===== src/rtl/wave_gen.sv =====
// Multi-mode waveform generator (triangle, ramp-up, ramp-down, square) between runtime bounds.
// Optional completed-period counter output pcnt is built when WAVE_GEN_PCNT_EN is defined.
module wave_gen #(
  parameter int DW     = 9,
  parameter int STEP_W = 8
) (
  input  logic              clk,
  input  logic              res,
  input  logic              en,
  input  logic              cfg_ld,
  input  logic [1:0]        mode,
  input  logic [STEP_W-1:0] step,
  input  logic [DW-1:0]     lo,
  input  logic [DW-1:0]     hi,
  output logic [DW-1:0]     d_out,
  output logic              wrap,
  output logic              cfg_err
`ifdef WAVE_GEN_PCNT_EN
  ,
  output logic [15:0]       pcnt
`endif
);

  localparam int AW = ((DW > STEP_W) ? DW : STEP_W) + 1;

  localparam logic [1:0] M_TRI = 2'b00;
  localparam logic [1:0] M_RUP = 2'b01;
  localparam logic [1:0] M_RDN = 2'b10;

  typedef enum logic [2:0] {IDLE, UP, DOWN, HOLD_HI, HOLD_LO} state_t;

  state_t              state, state_nxt;
  logic [DW-1:0]       d_nxt;
  logic                wrap_nxt, err_nxt;
  logic [STEP_W-1:0]   cnt, cnt_nxt;

  logic [1:0]          a_mode, s_mode, eff_mode;
  logic [STEP_W-1:0]   a_step, s_step, eff_step;
  logic [DW-1:0]       a_lo, a_hi, s_lo, s_hi, eff_lo, eff_hi;
  logic                s_vld;
  logic                load, restart, bnd, eff_err;
  logic [STEP_W-1:0]   a_st;

  function automatic logic [STEP_W-1:0] norm_step(input logic [STEP_W-1:0] s);
    return (s == '0) ? STEP_W'(1) : s;
  endfunction

  // Saturating add: result clamped to h, computed without wrap-around.
  function automatic logic [DW-1:0] add_clamp(input logic [DW-1:0] d,
                                               input logic [STEP_W-1:0] s,
                                               input logic [DW-1:0] h);
    logic [AW-1:0] sum;
    sum = AW'(d) + AW'(s);
    return (sum >= AW'(h)) ? h : sum[DW-1:0];
  endfunction

  // Saturating subtract: d - s <= l is tested as d <= l + s to stay unsigned.
  function automatic logic [DW-1:0] sub_clamp(input logic [DW-1:0] d,
                                               input logic [STEP_W-1:0] s,
                                               input logic [DW-1:0] l);
    logic [AW-1:0] dif;
    dif = AW'(d) - AW'(s);
    return (AW'(d) <= AW'(l) + AW'(s)) ? l : dif[DW-1:0];
  endfunction

  function automatic state_t start_state(input logic [1:0] m);
    case (m)
      M_TRI, M_RUP: return UP;
      M_RDN:        return DOWN;
      default:      return HOLD_LO;
    endcase
  endfunction

  // A pending shadow config is what gets loaded whenever the active config reloads.
  assign eff_mode = s_vld ? s_mode : a_mode;
  assign eff_step = s_vld ? s_step : a_step;
  assign eff_lo   = s_vld ? s_lo   : a_lo;
  assign eff_hi   = s_vld ? s_hi   : a_hi;
  assign eff_err  = (eff_lo >= eff_hi);
  assign a_st     = norm_step(a_step);

  always_comb begin
    state_nxt = state;
    d_nxt     = d_out;
    wrap_nxt  = 1'b0;
    err_nxt   = cfg_err;
    cnt_nxt   = cnt;
    load      = 1'b0;
    restart   = 1'b0;
    bnd       = 1'b0;

    if (state == IDLE) begin
      load    = 1'b1;
      restart = en;
    end else if (!en) begin
      state_nxt = IDLE;
    end else if (cfg_err) begin
      // Parked on an invalid config: retry every clock until a valid one arrives.
      load    = 1'b1;
      restart = 1'b1;
    end else begin
      case (state)
        UP: begin
          if (a_mode == M_RUP && d_out == a_hi) begin
            bnd = 1'b1;
          end else begin
            d_nxt = add_clamp(d_out, a_st, a_hi);
            if (a_mode == M_TRI && d_nxt == a_hi) state_nxt = DOWN;
          end
        end
        DOWN: begin
          if (a_mode == M_RDN) begin
            if (d_out == a_lo) bnd = 1'b1;
            else d_nxt = sub_clamp(d_out, a_st, a_lo);
          end else if (sub_clamp(d_out, a_st, a_lo) == a_lo) begin
            bnd = 1'b1;
          end else begin
            d_nxt = sub_clamp(d_out, a_st, a_lo);
          end
        end
        HOLD_LO: begin
          if (cnt >= a_st) begin
            state_nxt = HOLD_HI;
            d_nxt     = a_hi;
            cnt_nxt   = STEP_W'(1);
          end else begin
            cnt_nxt = cnt + 1'b1;
          end
        end
        HOLD_HI: begin
          if (cnt >= a_st) bnd = 1'b1;
          else cnt_nxt = cnt + 1'b1;
        end
        default: state_nxt = IDLE;
      endcase
    end

    if (bnd) begin
      load     = 1'b1;
      restart  = 1'b1;
      wrap_nxt = !eff_err;
    end

    if (load) err_nxt = eff_err;

    if (restart) begin
      cnt_nxt = STEP_W'(1);
      if (eff_err) begin
        d_nxt     = eff_lo;
        state_nxt = HOLD_LO;
      end else begin
        d_nxt     = (eff_mode == M_RDN) ? eff_hi : eff_lo;
        state_nxt = start_state(eff_mode);
      end
    end
  end

  always_ff @(posedge clk or negedge res) begin
    if (!res) begin
      state   <= IDLE;
      d_out   <= '0;
      wrap    <= 1'b0;
      cfg_err <= 1'b0;
      cnt     <= '0;
      a_mode  <= M_TRI;
      a_step  <= STEP_W'(1);
      a_lo    <= '0;
      a_hi    <= '1;
      s_vld   <= 1'b0;
    end else begin
      state   <= state_nxt;
      d_out   <= d_nxt;
      wrap    <= wrap_nxt;
      cfg_err <= err_nxt;
      cnt     <= cnt_nxt;
      if (load) begin
        a_mode <= eff_mode;
        a_step <= eff_step;
        a_lo   <= eff_lo;
        a_hi   <= eff_hi;
      end
      if (cfg_ld)    s_vld <= 1'b1;
      else if (load) s_vld <= 1'b0;
    end
  end

  always_ff @(posedge clk) begin
    if (cfg_ld) begin
      s_mode <= mode;
      s_step <= step;
      s_lo   <= lo;
      s_hi   <= hi;
    end
  end

`ifdef WAVE_GEN_PCNT_EN
  always_ff @(posedge clk or negedge res) begin
    if (!res)          pcnt <= '0;
    else if (wrap_nxt) pcnt <= pcnt + 16'd1;
  end
`endif

endmodule


===== config.mk =====
export PLATFORM = sky130hd
export DESIGN_NAME = wave_gen
export DESIGN_NICKNAME = d
export VERILOG_FILES = /design/src/rtl/wave_gen.sv
export SDC_FILE = /design/constraint.sdc
export NUM_CORES = 1
export LEC_CHECK = 0
export CAP_MARGIN = 10
export CORE_MARGIN = 3
export CORE_UTILIZATION = 45
export DETAILED_ROUTE_END_ITERATION = 12
export GPL_ROUTABILITY_DRIVEN = 0
export PLACE_DENSITY = 0.75
export SYNTH_ARGS = -nofsm -noshare
export SYNTH_HDL_FRONTEND = slang
export SYNTH_SLANG_ARGS = --single-unit

===== constraint.sdc =====
create_clock -name clk -period 4.7 [get_ports clk]
set_input_delay 0.94 -clock clk [delete_from_list [all_inputs] [get_ports clk]]
set_output_delay 0.94 -clock clk [all_outputs]
set_load 0.02 [all_outputs]

==> metrics, run 1 <==
P&R area growth vs syn=24.1%; syn nets=760; grt total ovfl=0; pre-CTS WS=-290 ps; failing checks=setup timing; CTS tree=yes; Hold Crit Start=s_step[1]$_DFFE_PP_; DIE WIDTH=126 um; initial drt markers=552; Crit Path Category=register to register; router iterations before antenna repair=8; total of max-cap violations=0; Placeable Area=0.0139 mm^2; Post-synth ARST share=64.6%; Clk Latency, worst-skew pair=350 ps; number of synthesis warnings=0; fin util=57.3%; crit path launch type=register; initial antenna violation count=0; post-layout min period=4760 ps; PortBufs=42; clk slew on worst S/H paths=approximately 60 ps; Avg WL per Cell=20.2 um; Rel. slew slack=27.6%; vias in the first global route=roughly 5600; Post-Syn Area=0.00644 mm^2; Antenna diodes=0; Worst Skew=10.4 ps; Initial Util=approximately 46%; fin nets=839; EDFF count, synth=28; io pins=between 40 and 50; average cell area after synthesis=about 9.7 um^2; Root Buffer=clkbuf_16; largest net degree at the start of global routing=52; Yosys reg bits=between 70 and 80; RSZ-0062 raised after global routing=yes; Worst Tran Pin Value=~1100 ps; H-tree Lvls=3; # setup viols final=18; DRC viols=0; site row count=43; Syn Inst Count=664; number of buffers created by CTS=9; setup ws final=-61.1 ps; Detailed Place HPWL=13600 um; clk sinks=79; register area share after synthesis=33.1%; worst min path class=register to register; routed vias/inst=between 6 and 7; crit share post-route=101%; Post-CTS Hold Buffers=0; routed via count=around 5600; Achievable Freq=210 MHz; Main synth FF type=dfrtp_1; layout cells sized above 1=21.9%; critical path arrival=5000 ps; clock buffer depth=2; status=finished, violations left; Hold Violations, Final=0; number of max-slew violations in the final report=0; Netlist cell types=73; worst reg2reg path startpoint=a_step[4]$_DFFE_PN0P_; first-pass GRT wire length=28900 um; capturing element type of the critical path=register; die footprint=between 0.015 and 0.02 mm^2; WL final=between 15000 and 20000 um; Final ANT Viol Nets=0; Worst EP required=4930 ps; die height=126 um; CP startpoint=a_step[4]$_DFFE_PN0P_; peak fanout along the critical path=8; Global Route Usage Sum=23.1%
-- per-stage QoR --
stage / hold WS, ps / cell area, um^2 / cells / TNS (ps)
CTS: 483 / 7710 / 921 / 0
global placement: 467 / 7270 / 900 / -1780
floorplan: 457 / 6440 / 664 / 0
detailed placement: 469 / 7270 / 900 / -5300
finish: 481 / 7990 / 928 / -741
global route: 493 / 7990 / 928 / -4860
-- logic make-up (layout without fill, tap and decap cells) --
group / Yosys count / in the layout / share of synthesized area [%]
flip-flops: 79 / 79 / 33.1
AND/OR/NAND/NOR: 161 / 162 / 12.8
XOR/XNOR: 55 / 55 / 7.70
adder cells (fa/ha/maj): 64 / 64 / 12.8
AO/OA/AOI/OAI: 154 / 155 / 16.3
buffers and inverters: 82 / 164 / 5.40
multiplexers: 69 / 69 / 11.9
-- worst paths after layout --
kind	endpoint	slack, ps	depth (start not counted)
setup / recovery	d_out[4]$_DFFE_PN0P_	-60	23
max in group asynchronous	a_lo[7]$_DFFE_PN0P_	3520	2
setup reg to reg	d_out[4]$_DFFE_PN0P_	-60	23
hold / removal	a_step[1]$_DFFE_PN0P_	480	1
hold reg to reg	a_step[1]$_DFFE_PN0P_	480	1
min in group asynchronous	a_lo[2]$_DFFE_PN0P_	720	2
-- flip-flops by register name (all words and copies together) (netlist names), 3 cells and up --
| register | flops |
|---|---|
| a_hi | 9 |
| a_lo | 9 |
| a_step | 8 |
| cnt | 8 |
| d_out | 9 |
| s_hi | 9 |
| s_lo | 9 |
| s_step | 8 |
| state | 3 |
-- per-layer routing --
metal	global-route usage [%]	vias to the layer above	share of wire, %
met3	3.50	75	5.7
met4	12.6	0	5.0
li1	-	2569	-
met2	37.8	245	48
met5	0	-	0
met1	29.3	2722	41
-- timing repair --
action	4_1_cts	5_1_grt
setup endpoints to repair	49	50
setup buffers	4	7
pin swaps	9	27
resized for setup	25	46
cloned	1	1
-- critical path: stages, from the launching register on --
cell      delay, ps
dfrtp_1         400
nor4_4          380
a41o_4          290
ha_4            150
inv_2            40
fa_2            390
nor2b_2         130
o21ai_2          90
a21oi_2         180
o21ai_1          90
nand2b_1        100
a21o_1          140
a21oi_2          60
xor2_1          150
ha_2            360
nor2_1           40
a21oi_1         120
and4_1          260
a21o_1          180
o21ai_4         120
o311a_1         350
o21ai_4         170
buf_12          160
mux2_4          300
-- cell usage after synthesis, types with 4 or more instances --
master / number / share of area (%)
xnor2_1: 32 / 4.4
edfxtp_1: 28 / 13
mux2i_1: 35 / 5.4
dfrtp_1: 41 / 16
and2_1: 6 / 0.58
buf_1: 4 / 0.23
inv_1: 53 / 3.1
xor2_1: 22 / 3.0
nor2b_1: 6 / 0.58
o2111ai_1: 7 / 0.95
ha_1: 61 / 12
or3_1: 4 / 0.39
a21o_1: 9 / 1.0
nand4_1: 8 / 0.78
mux2_2: 24 / 4.2
a221oi_1: 6 / 0.82
a31oi_1: 7 / 0.68
clkbuf_1: 10 / 0.58
dfstp_2: 10 / 4.1
nand3_1: 6 / 0.47
nand2_1: 27 / 1.6
nand2b_1: 11 / 1.1
o21ai_0: 37 / 2.9
nor2_1: 48 / 2.8
and3_1: 7 / 0.68
a21oi_1: 35 / 2.7
a211oi_1: 9 / 1.0
nor4b_1: 4 / 0.54
buf_2: 10 / 0.78
nor4_1: 7 / 0.68
nor3_1: 16 / 1.2
mux2_4: 9 / 2.1
-- final cells by class --
class                   count  area (um^2)
fillers                  1129         5940
multi-input cells         505         4270
flip-flops and latches     79         2130
repair buffers             95          885
clock buffers              12          256
well taps                 180          225
inverters                  53          199
clock inverters             4         30.0
-- cell usage in the layout, fill, tap and decap left out, types with 5 or more instances in the layout --
| cell | synthesis | layout |
|---|---|---|
| nand4_1 | 8 | 8 |
| nand2_1 | 27 | 27 |
| nor2_1 | 48 | 48 |
| a21oi_1 | 35 | 29 |
| clkdlybuf4s50_1 | 0 | 41 |
| a211oi_1 | 9 | 8 |
| a21oi_2 | 3 | 6 |
| mux2_4 | 9 | 16 |
| ha_1 | 61 | 57 |
| and2_1 | 6 | 6 |
| xor2_1 | 22 | 22 |
| buf_4 | 1 | 42 |
| dfrtp_1 | 41 | 41 |
| dfstp_2 | 10 | 10 |
| nand3_1 | 6 | 6 |
| o2111ai_1 | 7 | 7 |
| xnor2_1 | 32 | 31 |
| a31oi_1 | 7 | 7 |
| clkbuf_16 | 0 | 9 |
| o21ai_0 | 37 | 34 |
| mux2_2 | 24 | 17 |
| mux2i_1 | 35 | 34 |
| nor4_1 | 7 | 5 |
| a221oi_2 | 0 | 5 |
| nand2b_1 | 11 | 11 |
| inv_1 | 53 | 52 |
| edfxtp_1 | 28 | 28 |
| a21o_1 | 9 | 9 |
| and3_1 | 7 | 7 |
| nor3_1 | 16 | 15 |
| buf_6 | 3 | 7 |
Power of run 1 is not shown: default switching activity piles up to over one toggle a cycle in this logic, so the estimate is an artifact.
==> run 2, diff against run 1 <==
CORE_MARGIN = unset   (was 3)
==> run 2 against run 1 <==
  * Critical path type unchanged
  * Critical path depth unchanged
  * Critical endpoint is now d_out[2]$_DFFE_PN0P_
  * Register-to-register slack got worse by 40 ps
  * The run still ends with setup timing left
  * Routed wire length rose by 4.3%
  * Final area up 3.1%
  * Worst hold slack is essentially flat
  * Die area down 6.3%
  * Worst setup slack got worse by 38 ps
  * Global-route usage increased by 2.8 points
  * Utilization increased by 1.8 points
  * Sequential share of layout area fell by 0.81 points
  * Clock skew shrank 0.68 ps
  * Via count rose by 2.4%
  * Highest routed layer unchanged
==> metrics, run 2 (synthesis results as in run 1) <==
clk sinks=79 (unchanged); io pins=43 (unchanged); P&R area growth vs syn=28.0%; largest net degree at the start of global routing=52 (unchanged); fin nets=847 (+0.95%); worst reg2reg path startpoint=a_step[4]$_DFFE_PN0P_; vias in the first global route=5603 (+0.61%); first-pass GRT wire length=29000 um (+0.24%); initial drt markers=526 (-4.7%); Global Route Usage Sum=25.9% (+2.8 points); layout cells sized above 1=25.8% (+3.9 points); grt total ovfl=0 (unchanged); FF-to-FF path depth=23 (unchanged); die height=122 um (-3.2%); clk slew on worst S/H paths=60 ps (about the same); Worst Tran Pin Value=747 ps (-337 ps); R2R setup slack=-100 ps (-40 ps); DRC viols=0 (unchanged); Placeable Area=0.0139 mm^2 (unchanged); M2 GR Usage=44.2% (+6.4 points); fin util=59.1% (+1.8 points); Root Buffer=clkbuf_16; fillcell total=1118 (-0.97%); dpl cells=903 (+0.33%); gr busiest metal=met2; routed vias/inst=6.14 (+1.6%); Worst Hold Depth=1 (unchanged); initial antenna violation count=0 (unchanged); GRT met1 Usage=31.2% (+1.9 points); RR Endpoint=d_out[2]$_DFFE_PN0P_; routed via count=5748 (+2.4%); most frequent cells in the layout=56 x ha_1, 52 x inv_1, 45 x buf_4; Worst EP required=4940 ps (about the same); Detailed Place HPWL=13600 um (about the same); H-tree Lvls=3 (unchanged); Avg WL per Cell=20.9 um (+3.4%); Crit Path Category=register to register; Hold Violations, Final=0 (unchanged); capturing element type of the critical path=register; peak fanout along the critical path=8 (unchanged); Worst Skew=9.70 ps (-0.678 ps); DIE WIDTH=122 um (-3.2%); status=finished, violations left; setup ws final=-99.2 ps (-38.1 ps); # setup viols final=10 (-8); Clk Latency, worst-skew pair=350 ps (about the same); Final ANT Viol Nets=0 (unchanged); router iterations before antenna repair=5 (-3); Cell Area, Placed=0.00729 mm^2 (+0.31%); Rel. slew slack=49.8% (+22 points); CTS tree=yes; crit path launch type=register; crit share post-route=102% (+0.81 points); routing usage on met3=5.57% (+2.1 points); clock buffer depth=2 (unchanged); Hold Crit Start=s_step[2]$_DFFE_PP_; post-layout instance area=0.00824 mm^2 (+3.1%); number of buffers created by CTS=9 (unchanged); post-layout min period=4800 ps (+38.1 ps); worst min path class=register to register; failing checks=setup timing; critical path arrival=5040 ps (+40 ps); pre-CTS WS=-321 ps (-30.8 ps); site row count=43 (unchanged); WL final=19600 um (+4.3%); commonest non-fill, non-tap cell in the layout=ha_1; number of max-slew violations in the final report=0 (unchanged); total of max-cap violations=0 (unchanged); Finished Layout Cells=936 (+0.86%); Achievable Freq=208 MHz (-0.79%); RSZ-0062 raised after global routing=yes; Initial Util=46.2% (unchanged); Min-Delay Endpoint=a_step[2]$_DFFE_PN0P_; Antenna diodes=0 (unchanged); die footprint=0.0148 mm^2 (-6.3%); PortBufs=42 (unchanged)
==> run 2: how the worst max path moves through the flow <==
stage,start,cells past startpoint,endpoint
floorplan,a_step[5]$_DFFE_PN0P_,22,d_out[1]$_DFFE_PN0P_
global placement,a_step[4]$_DFFE_PN0P_,24,state[1]$_DFFE_PN0P_
detailed placement,a_step[5]$_DFFE_PN0P_,22,d_out[1]$_DFFE_PN0P_
CTS,a_step[5]$_DFFE_PN0P_,22,d_out[3]$_DFFE_PN0P_
global route,a_step[4]$_DFFE_PN0P_,21,d_out[7]$_DFFE_PN0P_
finish,a_step[4]$_DFFE_PN0P_,23,d_out[2]$_DFFE_PN0P_
==> run 2: timing repair <==
action                     4_1_cts  5_1_grt
resized for setup               23      102
setup endpoints to repair       50       50
pin swaps                       11       32
hold buffers                     0        0
cloned                           0        3
buffers inserted                 2       13
==> run 2: stage by stage <==
| stage | hold WS, ps | TNS [ps] |
|---|---|---|
| final | 482 | -663 |
| after global routing | 499 | -4870 |
| after CTS | 486 | -1.14 |
| after detailed placement | 472 | -6480 |
| after global placement | 463 | -17.7 |
| after floorplan | 457 | 0 |
==> run 2: cell type report <==
cell class	instances	area (um^2)	area share, %
inverter	53	199	2.41
tap	180	225	2.73
multi-input combinational	505	4410	53.5
clock inverter	4	30.0	0.364
sequential	79	2130	25.8
timing repair buffer	103	992	12.0
clock buffer	12	258	3.13
==> run 2: worst max-delay path, stage by stage (launching register included) <==
cell	delay, ps
dfrtp_1	380
nor4_4	70
a41o_1	240
buf_6	130
ha_4	150
fa_2	370
nor2b_4	140
o21ai_2	170
a21oi_2	80
or4_4	560
o311ai_4	120
xnor2_2	130
ha_2	330
o21ai_0	100
nor2_1	200
o22ai_2	120
o22ai_4	260
buf_4	170
buf_4	110
nor2_1	60
buf_6	170
a221oi_2	240
mux2i_1	120
mux2_4	260
==> run 2: layer usage <==
| metal | vias up | routed length [um] | part of all wire [%] |
|---|---|---|---|
| li1 | 2587 | - | - |
| met1 | 2790 | 7760 | 40 |
| met2 | 288 | 9470 | 48 |
| met3 | 83 | 1420 | 7.3 |
| met4 | 0 | 946 | 4.8 |
| met5 | - | 0 | 0 |
Power of run 2 is left out for the same reason.
